--- src/rtl/branch_pc_sequencer.sv ---
// Next-PC engine: owns the PC, issues fetches, resolves branches/jumps from ALU flags and halts on faults.
// Optional saturating branch counters are enabled by defining BRANCH_STATS_EN.
`timescale 1ns/1ps
module branch_pc_sequencer #(
   parameter int unsigned      WIDTH    = 32,
   parameter logic [WIDTH-1:0] RESET_PC = 32'h8000_0000
) (
   input  logic             clk,
   input  logic             rst_n,
   output logic             fetch_valid,
   output logic [WIDTH-1:0] fetch_pc,
   input  logic             fetch_ready,
   input  logic             exec_valid,
   output logic             exec_ready,
   input  logic [1:0]       exec_kind,
   input  logic [2:0]       exec_funct3,
   input  logic [WIDTH-1:0] exec_target,
   output logic             CompUn,
   input  logic             BrEq,
   input  logic             BrLT,
   output logic             redirect,
   output logic             halted,
   output logic [1:0]       halt_cause
`ifdef BRANCH_STATS_EN
   ,
   output logic [31:0]      taken_cnt,
   output logic [31:0]      ntaken_cnt
`endif
);

   typedef enum logic [1:0] {
      S_FETCH = 2'b00,
      S_EXEC  = 2'b01,
      S_HALT  = 2'b10
   } state_t;

   localparam logic [1:0]       KIND_SEQ   = 2'b00;
   localparam logic [1:0]       KIND_BR    = 2'b01;
   localparam logic [1:0]       KIND_JAL   = 2'b10;
   localparam logic [1:0]       KIND_JALR  = 2'b11;
   localparam logic [1:0]       CAUSE_NONE = 2'b00;
   localparam logic [1:0]       CAUSE_MIS  = 2'b01;
   localparam logic [1:0]       CAUSE_ILL  = 2'b10;
   localparam logic [WIDTH-1:0] PC_STEP    = {{(WIDTH-3){1'b0}}, 3'b100};

   state_t           state_r;
   logic [WIDTH-1:0] pc_r;
   logic             taken_s;
   logic             illegal_s;
   logic             misalign_s;
   logic [WIDTH-1:0] seq_pc_s;
   logic [WIDTH-1:0] jump_tgt_s;
   logic [WIDTH-1:0] next_s;

   // The ALU picks signed/unsigned compare straight from the branch encoding.
   assign CompUn   = exec_funct3[1];
   assign fetch_pc = pc_r;

   // Branch/jump taken decision and illegal-encoding detect.
   always_comb begin
      taken_s   = 1'b0;
      illegal_s = 1'b0;
      case (exec_kind)
         KIND_SEQ: taken_s = 1'b0;
         KIND_BR: begin
            case (exec_funct3)
               3'b000:         taken_s = BrEq;
               3'b001:         taken_s = !BrEq;
               3'b100, 3'b110: taken_s = BrLT;
               3'b101, 3'b111: taken_s = !BrLT;
               default:        illegal_s = 1'b1;
            endcase
         end
         KIND_JAL, KIND_JALR: taken_s = 1'b1;
         default: taken_s = 1'b0;
      endcase
   end

   // Next-PC selection; JALR drops bit 0 before the alignment check.
   always_comb begin
      seq_pc_s   = pc_r + PC_STEP;
      jump_tgt_s = exec_target;
      next_s     = seq_pc_s;
      if (exec_kind == KIND_JALR) begin
         jump_tgt_s = {exec_target[WIDTH-1:1], 1'b0};
      end else begin
         jump_tgt_s = exec_target;
      end
      if (taken_s) begin
         next_s = jump_tgt_s;
      end else begin
         next_s = seq_pc_s;
      end
      misalign_s = taken_s && (next_s[1:0] != 2'b00);
   end

   // Sequencer FSM with registered handshake and status outputs.
   always_ff @(posedge clk or negedge rst_n) begin
      if (!rst_n) begin
         state_r     <= S_FETCH;
         pc_r        <= RESET_PC;
         fetch_valid <= 1'b1;
         exec_ready  <= 1'b0;
         redirect    <= 1'b0;
         halted      <= 1'b0;
         halt_cause  <= CAUSE_NONE;
      end else begin
         redirect <= 1'b0;
         case (state_r)
            S_FETCH: begin
               if (fetch_ready) begin
                  state_r     <= S_EXEC;
                  fetch_valid <= 1'b0;
                  exec_ready  <= 1'b1;
               end
            end
            S_EXEC: begin
               if (exec_valid) begin
                  exec_ready <= 1'b0;
                  if (misalign_s) begin
                     state_r    <= S_HALT;
                     halted     <= 1'b1;
                     halt_cause <= CAUSE_MIS;
                  end else if (illegal_s) begin
                     state_r    <= S_HALT;
                     halted     <= 1'b1;
                     halt_cause <= CAUSE_ILL;
                  end else begin
                     state_r     <= S_FETCH;
                     pc_r        <= next_s;
                     fetch_valid <= 1'b1;
                     redirect    <= taken_s;
                  end
               end
            end
            S_HALT: begin
               fetch_valid <= 1'b0;
               exec_ready  <= 1'b0;
               halted      <= 1'b1;
            end
            default: begin
               // A corrupted state code parks the core rather than guessing a PC.
               state_r     <= S_HALT;
               fetch_valid <= 1'b0;
               exec_ready  <= 1'b0;
               halted      <= 1'b1;
            end
         endcase
      end
   end

`ifdef BRANCH_STATS_EN
   logic count_s;

   assign count_s = (state_r == S_EXEC) && exec_valid && (exec_kind == KIND_BR)
                    && !illegal_s && !misalign_s;

   // Saturating taken / not-taken counters for retired conditional branches.
   always_ff @(posedge clk or negedge rst_n) begin
      if (!rst_n) begin
         taken_cnt  <= 32'h0000_0000;
         ntaken_cnt <= 32'h0000_0000;
      end else if (count_s) begin
         if (taken_s) begin
            if (taken_cnt != 32'hFFFF_FFFF) taken_cnt <= taken_cnt + 32'd1;
         end else begin
            if (ntaken_cnt != 32'hFFFF_FFFF) ntaken_cnt <= ntaken_cnt + 32'd1;
         end
      end
   end
`endif

endmodule

--- config.mk ---
export PLATFORM = sky130hd
export DESIGN_NAME = branch_pc_sequencer
export DESIGN_NICKNAME = d
export VERILOG_FILES = /design/src/rtl/branch_pc_sequencer.sv
export SDC_FILE = /design/constraint.sdc
export NUM_CORES = 1
export LEC_CHECK = 0
export BUFFER_PORTS_ARGS = -buffer_cell sky130_fd_sc_hd__buf_2
export CAP_MARGIN = 10
export CORE_ASPECT_RATIO = 0.6
export CORE_MARGIN = 3
export CORE_UTILIZATION = 42
export DETAILED_ROUTE_END_ITERATION = 10
export HOLD_SLACK_MARGIN = 0.02
export PLACE_DENSITY = 0.68
export SLEW_MARGIN = 10
export SYNTH_ARGS = -nofsm -noshare
export SYNTH_HDL_FRONTEND = slang
export SYNTH_SLANG_ARGS = --single-unit
--- constraint.sdc ---
create_clock -name clk -period 6.5 [get_ports clk]
set_clock_uncertainty 0.15 [all_clocks]
set_input_delay 0.65 -clock clk [delete_from_list [all_inputs] [get_ports clk]]
set_output_delay 0.65 -clock clk [all_outputs]
set_load 0.01 [all_outputs]
* Word-level counts from Yosys, hierarchy flattened
Index checks and enable logic that the tools add are counted.
Storage, ports and cells: output and inout port bits 39, register bits 40, bits of input ports 43, word-level logic and storage cells 74
Operators by class: bitwise operators 4, muxes and demuxes 29, add/sub/neg operators 1, reductions and logical operators 18, equality and inequality tests 15
Operators by type and width (count):
- adder 32 x 3 -> 32 bit (second input constant) | 1
- 2-to-1 mux 32 bit | 1
- 2-to-1 mux 1 bit | 16
- equality test 3 bit (second input constant) | 4
- 2-to-1 mux 2 bit | 6
- AND reduction 3 bit | 3
- != test 2 bit (second input constant) | 4
- AND reduction 4 bit | 2
- equality test 2 bit (second input constant) | 3
- one-hot mux 1 bit (2 select lines) | 3
- one-hot mux 2 bit (3 select lines) | 1
- OR reduction 2 bit | 3
- OR reduction 6 bit | 1
- equality test 2 x 1 -> 1 bit (second input constant) | 2
- zero test 2 bit | 2
- NOT 1 bit | 4
- one-hot mux 1 bit (4 select lines) | 1
- nonzero test 2 bit | 2
- equality test 3 x 1 -> 1 bit (second input constant) | 1
- zero test 3 bit | 1
- != test 3 bit (second input constant) | 1
- one-hot mux 1 bit (3 select lines) | 1
- zero test 1 bit | 2
- AND reduction 2 bit | 1
- logical AND 1 bit | 1

* Depth between registers and ports, before layout
Gate-level depths: netlist (run 1).
depth in word-level cells 10, depth in mapped cells 8, depth with buffers taken out 7

* Worst setup path before layout (run 1)
No wires, ideal clock.
kind input-to-reg, start in exec_funct3[2], end reg pc_r[5], in the netlist fetch_pc[5], buffers on the path 2, library setup time 121 ps, setup slack 4122 ps, data arrival time 2107 ps, data required time 6229 ps, cell stages on the path 8, cell sequence or3_4 -> a32oi_2 -> a22oi_1 -> or3_1 -> buf_4 -> buf_6 -> o22ai_1 -> nor2_1
Between the ends: cells in the longest elaborated chain, start to end 9, elaborated cells on any way between the ends 19, classes of those cells eq/ne: 5; mux: 5; bitwise: 2; reduce/logical: 7
RTL lines:
- from (decl) | RTL line 16 | input logic [2:0] exec_funct3,
- equality test 3 bit | RTL line 66 | case (exec_funct3)
- OR reduction 2 bit, on equally long branches
- one-hot mux 1 bit (4 select lines) | RTL line 66
- one-hot mux 1 bit (3 select lines) | RTL line 63 | case (exec_kind)
- 2-to-1 mux 32 bit | RTL line 89 | if (taken_s) begin
- nonzero test 2 bit | RTL line 94 | misalign_s = taken_s && (next_s[1:0] != 2'b00);
- logical AND 1 bit | RTL line 94
- NOT 1 bit (no source line)
- AND reduction 4 bit (no source line)
- to (signal assigned) | RTL line 130 | pc_r <= next_s;
- to (decl) | RTL line 47 | logic [WIDTH-1:0] pc_r;
Several ways; a longest one is shown, not always the timed one. A chain may end at the register's enable or synchronous reset.

* Final worst setup path (run 1)
start in exec_funct3[2], end reg pc_r[31], in the netlist fetch_pc[31]
Same word-level chain as after synthesis.

==> results of run 1 <==
[where the power goes]
part / internal (mW) / switching (mW) / total (mW)
Clock: 0.0864 / 0.0923 / 0.179
Combinational: 0.136 / 0.161 / 0.297
Sequential: 0.337 / 0.110 / 0.447
[cell type report]
type	instances	share of cell area, %
clock buffers	7	2.978
clock inverters	1	0.2590
inverters	4	0.5179
multi-input cells	223	44.02
flip-flops and latches	40	34.61
well taps	66	2.849
repair buffers	84	14.76
[metal layers]
layer | up-vias | track usage [%] | part of all wire [%]
li1 | 1193 | - | -
met4 | 0 | 4.419 | 0.77
met3 | 6 | 5.453 | 9.7
met5 | - | 0 | 0
met2 | 122 | 30.79 | 40
met1 | 1187 | 35.20 | 49
[how the worst max path moves through the flow]
stage	from	end	slack [ps]	cells after the start
floorplan	exec_funct3[2]	fetch_pc[5]$_DFFE_PN0P_	4120	8
global placement	exec_funct3[2]	fetch_pc[31]$_DFFE_PN1P_	3530	8
detailed placement	exec_funct3[2]	fetch_pc[31]$_DFFE_PN1P_	3450	8
CTS	exec_funct3[2]	fetch_pc[31]$_DFFE_PN1P_	3760	8
global route	exec_funct3[2]	fetch_pc[31]$_DFFE_PN1P_	3570	8
finish	exec_funct3[2]	fetch_pc[31]$_DFFE_PN1P_	3760	8
[cell usage in the layout, fill, tap and decap left out, types with 3 or more instances in the layout]
master / netlist / layout
buf_2: 1 / 81
nor2_1: 45 / 45
dfrtp_1: 38 / 38
a21oi_1: 29 / 28
nand3_1: 25 / 25
nand2_1: 19 / 19
o21ai_0: 16 / 16
nand4_1: 8 / 8
and3_1: 7 / 7
nand2b_1: 6 / 6
clkbuf_8: 0 / 6
a22oi_1: 5 / 5
a211oi_1: 5 / 5
o22ai_1: 4 / 4
o221a_2: 4 / 4
nand3b_1: 3 / 3
inv_1: 3 / 3
nor3_1: 3 / 3
and2_1: 3 / 3
a311oi_1: 3 / 3
buf_4: 2 / 3
[per-stage QoR]
step           worst slack (ps)  cells  util, %
3_3_place_gp               3534    417    53.64
3_5_place_dp               3448    417    53.64
2_1_floorplan              4122    280        -
4_1_cts                    3757    425    55.43
6_report                   3761    425    55.43
5_1_grt                    3570    425    55.43
[synth_stat cells (2+ instances only)]
cell,instances,area (µm²)
nor2_1,45,168.9
dfrtp_1,38,950.9
a21oi_1,29,145.1
nand3_1,25,125.1
nand2_1,19,71.32
o21ai_0,16,80.08
clkbuf_1,9,33.78
nand4_1,8,50.05
and3_1,7,43.79
nand2b_1,6,37.54
a211oi_1,5,37.54
a22oi_1,5,37.54
o221a_2,4,45.04
o22ai_1,4,25.02
a311oi_1,3,26.28
and2_1,3,18.77
inv_1,3,11.26
nand3b_1,3,22.52
nor3_1,3,15.01
a31oi_1,2,12.51
and4_1,2,17.52
buf_4,2,15.01
dfstp_2,2,52.55
mux2i_1,2,20.02
nor2_2,2,12.51
nor2b_1,2,12.51
nor4_1,2,12.51
o21bai_1,2,15.01
o22a_1,2,17.52
o32ai_1,2,17.52
or2_2,2,12.51
[sequential cells by signal, summed over array words and instances, names as in the netlist]
| name | count |
|---|---|
| halted | 1 |
| exec_ready | 1 |
| state_r | 2 |
| redirect | 1 |
| halt_cause | 2 |
| fetch_pc | 32 |
| fetch_valid | 1 |
[logic make-up (layout without fill, tap and decap cells)]
family,Yosys count,count (layout)
XOR/XNOR,1,1
flip-flops,40,40
adder cells (fa/ha/maj),1,1
AO/OA/AOI/OAI,83,83
buffers and inverters,17,96
multiplexers,2,2
AND/OR/NAND/NOR,136,136
==> results.py, run 1 <==
metrics = {
    "cts": {
        "cts_setup_buffers": 0,
        "cts_buffers": 5,
        "hold_buffers": 0,
        "clk_latency_ps": 300,
        "clk_transition_reported_paths_ps": 80,
        "clk_path_buf_depth": 2,
        "cts-root-buf": "clkbuf_8",
        "clock-sinks": 40,
        "cts_resized": 0,
        "cts_tree": "done",
        "h-tree-depth": 2,
    },
    "layout": {
        "areaGrowthSynthToFinish_pct": 23.05,
        "n_antenna_cell": 0,
        "nets": 402,
        "multi_input_area_um2": 1276,
        "final_area_um2": 2899,
        "seqCellArea_um2": 1003,
        "nFillCells": 492,
        "drive_gt1_share_pct": 30.08,
    },
    "die": {
        "die-area_um2": 6574,
        "rows": 20,
        "die_h_um": 64.02,
        "die_w_um": 102.7,
        "initial_core_util_pct": 45.05,
        "fp.coreArea_um2": 5230,
        "io_pins": 82,
    },
    "setup_path": {
        "r2r-start": "state_r[1]$_DFFE_PN0P_",
        "crit_type": "input pin to flip-flop",
        "critPathSlowestCell": "o21ai_1",
        "cp_max_fo": 12,
        "reg2reg_to": "fetch_pc[22]$_DFFE_PN0P_",
        "critPathCaptureType": "flip-flop",
        "ff2ff_setup_slack_ps": 3910,
        "setup.worst_path.start_class": "input pin",
        "cpPeakStageDelay_ps": 670,
        "cp_data_required_time_ps": 6530,
        "ff2ff_path_depth": 7,
        "cp.arrival_ps": 2770,
        "crit_chain": "buf_2 > or3b_1 > a32o_1 > o21ai_1 > buf_4 > a21oi_1 > nand2b_1 > o311ai_0",
        "cp.buffers_inverters": 2,
        "path_delay_family": "compound AO/OA/AOI/OAI gates",
    },
    "sta": {
        "relSlewSlack_pct": 38.27,
        "min_period_ps": 2739,
        "drv_slew": 0,
        "setup_tns_ps": 0,
        "worst_pin_slew_ps": 926.0,
        "hold_slack_ps": 328.3,
        "max_freq_mhz": 365.1,
        "setup_viol_count_final": 0,
        "rsz0062_at_grt": "no",
        "finalHoldViolations": 0,
        "fin_crit_sh_pct": 42.14,
    },
    "logic_synthesis": {
        "synth_top_family_by_area": "simple AND/OR/NAND/NOR gates",
        "yosysSeqAreaShare_pct": 42.59,
        "synth_fa_ha_area_share_pct": 0.5311,
        "yosys.area_share.xor_xnor_pct": 0.3717,
        "synthArstFlopShare_pct": 100.0,
        "synth-compound-area-share_pct": 23.00,
        "ys_warn_count": 0,
        "ys.flop_type": "dfrtp_1",
        "syn-instance-count": 280,
        "avgSynthCellArea_um2": 8.414,
        "ys_types": 52,
        "muxShareOfSynthArea_pct": 0.8497,
        "ys_ff_latch": 40,
        "synth_area_um2": 2356,
        "syn-num-nets": 324,
        "synth_edf_count": 0,
        "synthSimpleGateAreaFrac_pct": 29.26,
    },
    "global_routing": {
        "grt_usage_pct": 22.41,
        "grt_pass1_vias": 2207,
        "grt_pass1_wl_um": 11480,
        "grt_max_degree": 41,
        "antenna_found_initial": 0,
        "grt-ovfl-total": 0,
    },
    "pwr": {
        "powerDensity_nw_per_um2": 318.4,
        "power_uw": 923.2,
        "ir_drop_v": 0.0001611,
        "p_leak_nw": 1.315,
    },
    "placed_design": {
        "gp_congestion": 0.8443,
        "dpl.hpwl_um": 5185,
        "postPlaceCellArea_um2": 2805,
        "io_buffers": 81,
    },
    "drt": {
        "ant_nets": 0,
        "wl_per_cell_um": 16.87,
        "drt_iter0_drc": 182,
        "dr.pass1.iters": 4,
        "route.detailed.drc": 0,
        "vias": 2508,
        "drt_wl_total_um": 7171,
        "vias_per_cell": 5.901,
    },
    "flow_run": {
        "max_cap_violations": 0,
    },
    "min_path": {
        "hp-class": "input pin to asynchronous set/reset pin",
    },
    "run_status": {
        "status": "completed",
    },
}
(Power assumes the default switching activity.)
==> inputs of run 2 (changes only) <==
--- a/config.mk
+++ b/config.mk
@@ -12,7 +12,7 @@
 export CORE_UTILIZATION = 42
 export DETAILED_ROUTE_END_ITERATION = 10
 export HOLD_SLACK_MARGIN = 0.02
-export PLACE_DENSITY = 0.68
+export PLACE_DENSITY = 0.71
 export SLEW_MARGIN = 10
 export SYNTH_ARGS = -nofsm -noshare
 export SYNTH_HDL_FRONTEND = slang
==> constraint.sdc (replaced) <==
create_clock -name clk -period 2.51 [get_ports clk]
set_clock_uncertainty 0.15 [all_clocks]
set_input_delay 0.251 -clock clk [delete_from_list [all_inputs] [get_ports clk]]
set_output_delay 0.251 -clock clk [all_outputs]
set_load 0.01 [all_outputs]
==> run 2 against run 1 <==
Sequential power rose to 2.6 times the previous value. Register-to-register slack worse by 3700 ps. Critical endpoint is now fetch_pc[28]$_DFFE_PN0P_. Count of clock-buffer cells in the layout is 2 lower.
==> results.py, run 2 (same netlist as run 1, synthesis figures left out) <==
metrics = {
    "die": {
        "die_h_um": 64.02,
        "initial_core_util_pct": 45.05,
        "rows": 20,
        "die_w_um": 102.7,
        "io_pins": 82,
        "die-area_um2": 6574,
        "fp.coreArea_um2": 5230,
    },
    "setup_path": {
        "crit_chain": "ha_1 > nand3_1 > nor4_1 > buf_4 > and4_1 > nand3_1 > a21oi_1 > a2bb2oi_1",
        "ff2ff_path_depth": 8,
        "ff2ff_setup_slack_ps": 260,
        "crit_type": "flip-flop to flip-flop",
        "worst_path_most_repeated_cell": "nand3_1",
        "cpPeakStageDelay_ps": 440,
        "critPathSlowestCell": "dfrtp_1",
        "cp.arrival_ps": 2320,
        "r2r-start": "fetch_pc[2]$_DFFE_PN0P_",
        "critPathCaptureType": "flip-flop",
        "reg2reg_to": "fetch_pc[28]$_DFFE_PN0P_",
        "cp_max_fo": 12,
        "setup.worst_path.start_class": "flip-flop",
        "cp_data_required_time_ps": 2580,
    },
    "layout": {
        "final_area_um2": 3025,
        "final_common_cell": "buf_2",
        "nets": 414,
        "drive_gt1_share_pct": 32.35,
        "n_antenna_cell": 0,
        "layout_common_cells": "81 x buf_2, 45 x nor2_1, 38 x dfrtp_1",
        "areaGrowthSynthToFinish_pct": 28.41,
        "nFillCells": 487,
        "post-route-util_pct": 57.85,
        "largest_register_ffs": 32,
    },
    "pwr": {
        "power_mw": 2.505,
        "p_leak_nw": 1.389,
        "powerDensity_nw_per_um2": 828.0,
        "ir_drop_v": 0.0004867,
    },
    "cts": {
        "cts_tree": "done",
        "clk_path_buf_depth": 2,
        "cts_buffers": 5,
        "cts-root-buf": "clkbuf_8",
        "h-tree-depth": 2,
        "clk_transition_reported_paths_ps": 90,
        "clock-sinks": 40,
        "cts_resized": 0,
        "clk_latency_ps": 300,
        "cts_setup_buffers": 0,
    },
    "global_routing": {
        "grt-ovfl-total": 0,
        "grt_pass1_wl_um": 11800,
        "grt_usage_pct": 22.50,
        "grt_pass1_vias": 2320,
        "grt_max_degree": 41,
        "antenna_found_initial": 0,
    },
    "sta": {
        "drv_slew": 0,
        "worst_pin_slew_ps": 894.7,
        "worst_slack_ps": 255.6,
        "max_freq_mhz": 443.6,
        "setup_tns_ps": 0,
        "rsz0062_at_grt": "no",
        "relSlewSlack_pct": 40.35,
        "setup_viol_count_final": 0,
        "finalHoldViolations": 0,
        "min_period_ps": 2254,
        "fin_crit_sh_pct": 89.82,
    },
    "min_path": {
        "holdPathEnd": "fetch_pc[2]$_DFFE_PN0P_",
        "hp-class": "input pin to flip-flop",
        "holdPathStages": 2,
        "holdCritStartpoint": "exec_target[2]",
    },
    "drt": {
        "vias": 2570,
        "route.detailed.drc": 0,
        "wl_per_cell_um": 16.46,
        "dr.pass1.iters": 7,
        "vias_per_cell": 5.881,
        "drt_iter0_drc": 203,
        "ant_nets": 0,
        "drt_wl_total_um": 7192,
    },
    "run_status": {
        "status": "completed",
    },
    "placed_design": {
        "postPlaceCellArea_um2": 2900,
        "dpl.hpwl_um": 5281,
        "place_ws_ps": 257.6,
        "io_buffers": 81,
        "gp_congestion": 0.8868,
    },
    "flow_run": {
        "max_cap_violations": 0,
    },
}
## run 2: per-stage QoR
stage	hold slack, ps	std cells
finish	31.54	437
global route	41.16	437
CTS	23.52	437
detailed placement	279.2	428
global placement	275.5	428
floorplan	-194.6	280
## run 2: where the power goes
group	switching, mW	internal, mW
logic	0.423	0.362
registers	0.294	0.873
clock network	0.254	0.300
## run 2: worst max-delay path: cells and delay by family (launching register included)
kind,cells,cell delay (ps)
compound gates,2,360
fa+ha+maj,1,220
buf+inv,1,230
flops,1,440
simple gates,4,770
## run 2: routing by layer
metal	part of all wire [%]	GRT usage (%)	up-vias
met5	0	0	-
met4	0.43	4.255	0
met3	9.7	5.671	5
met2	41	30.06	125
met1	49	36.08	1215
li1	-	-	1225
## run 2: layout make-up
class	count	area [µm²]	area share [%]
clock buffers	5	68.82	2.275
clock inverters	3	46.29	1.530
inverters	4	15.01	0.4963
multi-input cells	223	1276	42.18
flip-flops and latches	40	1003	33.17
well taps	66	82.58	2.730
repair buffers	96	533.0	17.62
## run 2: what timing repair did
action | 4_1_cts | 5_1_grt
endpoints found under the setup margin | 0 | 0
hold endpoints to repair | 38 | 0
hold buffers | 1 | 0
## run 2: worst max path at each step
| stage | start | to | slack [ps] | cells after the start |
|---|---|---|---|---|
| 6_report | fetch_pc[2]$_DFFE_PN0P_ | fetch_pc[28]$_DFFE_PN0P_ | 260 | 8 |
| 5_1_grt | fetch_pc[2]$_DFFE_PN0P_ | fetch_pc[28]$_DFFE_PN0P_ | 90 | 8 |
| 4_1_cts | fetch_pc[2]$_DFFE_PN0P_ | fetch_pc[28]$_DFFE_PN0P_ | 240 | 8 |
| 3_5_place_dp | exec_funct3[2] | fetch_pc[27]$_DFFE_PN0P_ | 260 | 9 |
| 3_3_place_gp | exec_funct3[2] | fetch_pc[15]$_DFFE_PN0P_ | 320 | 7 |
| 2_1_floorplan | fetch_pc[2]$_DFFE_PN0P_ | fetch_pc[20]$_DFFE_PN0P_ | 380 | 8 |
==> inputs of run 3 (changes only) <==
--- a/config.mk
+++ b/config.mk
@@ -10,6 +10,7 @@
 export CORE_ASPECT_RATIO = 0.6
 export CORE_MARGIN = 3
 export CORE_UTILIZATION = 42
+export CTS_BUF_LIST = sky130_fd_sc_hd__clkbuf_16
 export DETAILED_ROUTE_END_ITERATION = 10
 export HOLD_SLACK_MARGIN = 0.02
 export PLACE_DENSITY = 0.71
==> run 3 against run 2 <==
Global-route usage up 0.23 points. Fmax down 0.16%. Via count up 0.93%. Sequential power about the same. Register-to-register slack about the same. Hold slack better by 16 ps. Non-clock buffer count unchanged. Critical path depth unchanged. Total power up 8.0%. Cell count unchanged. First-iteration DRC count up 6.4%. Clock power up 35%.
==> results.py, run 3 (same netlist as run 1, synthesis figures left out) <==
metrics = {
    "sta": {
        "drv_slew": 0,
        "hold_slack_ps": 47.54,
        "fin_crit_sh_pct": 89.96,
        "relSlewSlack_pct": 40.50,
        "max_freq_mhz": 442.9,
        "finalHoldViolations": 0,
        "rsz0062_at_grt": "no",
        "worst_pin_slew_ps": 892.5,
        "setup_viol_count_final": 0,
        "worst_slack_ps": 252.0,
        "setup_tns_ps": 0,
        "min_period_ps": 2258,
    },
    "cts": {
        "clk_transition_reported_paths_ps": 60,
        "clk_path_buf_depth": 2,
        "h-tree-depth": 2,
        "clock-sinks": 40,
        "cts_tree": "done",
        "cts_resized": 0,
        "cts_buffers": 5,
        "clk_latency_ps": 280,
        "cts-root-buf": "clkbuf_16",
    },
    "setup_path": {
        "cpPeakStageDelay_ps": 430,
        "path_delay_family": "simple AND/OR/NAND/NOR gates",
        "critPathCaptureType": "flip-flop",
        "setup.worst_path.start_class": "flip-flop",
        "ff2ff_path_depth": 8,
        "ff2ff_setup_slack_ps": 250,
        "crit_chain": "ha_1 > nand3_1 > nor4_1 > buf_4 > and4_1 > nand3_1 > a21oi_1 > a2bb2oi_1",
        "cp.arrival_ps": 2310,
        "critPathSlowestCell": "dfrtp_1",
        "cp_data_required_time_ps": 2560,
        "cp_max_fo": 12,
        "reg2reg_to": "fetch_pc[28]$_DFFE_PN0P_",
        "r2r-start": "fetch_pc[2]$_DFFE_PN0P_",
        "worst_path_most_repeated_cell": "nand3_1",
        "crit_type": "flip-flop to flip-flop",
        "cp.buffers_inverters": 1,
    },
    "layout": {
        "final_common_cell": "buf_2",
        "seqCellArea_um2": 1003,
        "n_antenna_cell": 0,
        "multi_input_area_um2": 1276,
        "layout_common_cells": "81 x buf_2, 45 x nor2_1, 38 x dfrtp_1",
        "nets": 414,
        "nFillCells": 481,
        "drive_gt1_share_pct": 32.35,
        "areaGrowthSynthToFinish_pct": 30.80,
        "largest_register_ffs": 32,
    },
    "min_path": {
        "holdPathStages": 2,
        "holdCritStartpoint": "exec_target[2]",
        "hp-class": "input pin to flip-flop",
        "holdPathEnd": "fetch_pc[2]$_DFFE_PN0P_",
    },
    "placed_design": {
        "dpl.hpwl_um": 5281,
        "gp_congestion": 0.8868,
        "place_ws_ps": 257.6,
        "io_buffers": 81,
    },
    "global_routing": {
        "globalRouteMet2Util_pct": 31.43,
        "grt_usage_pct": 22.73,
        "grt_pass1_vias": 2316,
        "grt_max_degree": 41,
        "grt_pass1_wl_um": 11880,
        "grt_use_met1_pct": 36.08,
        "grt-ovfl-total": 0,
        "use_met3_pct": 5.671,
        "top_usage_layer": "met1",
        "antenna_found_initial": 0,
    },
    "die": {
        "die_h_um": 64.02,
        "die-area_um2": 6574,
        "die_w_um": 102.7,
        "fp.coreArea_um2": 5230,
        "rows": 20,
        "initial_core_util_pct": 45.05,
        "io_pins": 82,
    },
    "drt": {
        "vias_per_cell": 5.936,
        "ant_nets": 0,
        "route.detailed.drc": 0,
        "drt_iter0_drc": 216,
        "drt_wl_total_um": 7291,
        "vias": 2594,
        "dr.pass1.iters": 5,
        "wl_per_cell_um": 16.68,
    },
    "pwr": {
        "ir_drop_v": 0.0005335,
        "power_mw": 2.706,
        "powerDensity_nw_per_um2": 878.0,
        "p_leak_nw": 1.415,
    },
    "flow_run": {
        "max_cap_violations": 0,
    },
    "run_status": {
        "status": "completed",
    },
}
==> run 3: changes by cell type in the layout (fill, tap and decap cells not counted) <==
cell       delta
clkbuf_16     +5
clkbuf_8      -5
==> run 3: how the worst max path moves through the flow <==
stage	endpoint	cells past startpoint	startpoint	slack [ps]
after floorplan	fetch_pc[20]$_DFFE_PN0P_	8	fetch_pc[2]$_DFFE_PN0P_	380
after global placement	fetch_pc[15]$_DFFE_PN0P_	7	exec_funct3[2]	320
after detailed placement	fetch_pc[27]$_DFFE_PN0P_	9	exec_funct3[2]	260
after CTS	fetch_pc[28]$_DFFE_PN0P_	8	fetch_pc[2]$_DFFE_PN0P_	250
after global routing	fetch_pc[28]$_DFFE_PN0P_	8	fetch_pc[2]$_DFFE_PN0P_	100
final	fetch_pc[28]$_DFFE_PN0P_	8	fetch_pc[2]$_DFFE_PN0P_	250
==> run 3: report_power, final <==
| group | total, mW | internal (mW) | leakage, nW | switching, mW |
|---|---|---|---|---|
| clock network | 0.747 | 0.473 | 0.0804 | 0.275 |
| registers | 1.17 | 0.874 | 0.492 | 0.297 |
| logic | 0.787 | 0.362 | 0.843 | 0.426 |
| total | 2.71 | 1.71 | 1.42 | 0.997 |
==> run 3: layer usage <==
layer,vias to the layer above,wire [µm],share of wire [%]
li1,1219,-,-
met3,2,717,9.8
met1,1236,3544,49
met5,-,0,0
met2,137,3011,41
met4,0,19,0.26
==> run 3: area by class of cell <==
cell class                 count  area share, %
multi-input combinational    223          41.41
sequential                    40          32.56
timing repair buffer          96          17.30
clock buffer                   5          4.060
tap                           66          2.680
clock inverter                 3          1.502
inverter                       4         0.4872
==> run 3: repair_timing <==
action | 4_1_cts | 5_1_grt
setup buffers | 0 | 0
endpoints found under the setup margin | 0 | 0
hold endpoints to repair | 38 | 0
hold buffers | 1 | 0
==> run 3: metrics by stage <==
step	util [%]	cell area, µm²	instances
after CTS	58.92	3082	437
final	58.92	3082	437
after floorplan	-	2356	280
after global placement	55.45	2900	428
after global routing	58.92	3082	437
after detailed placement	55.45	2900	428
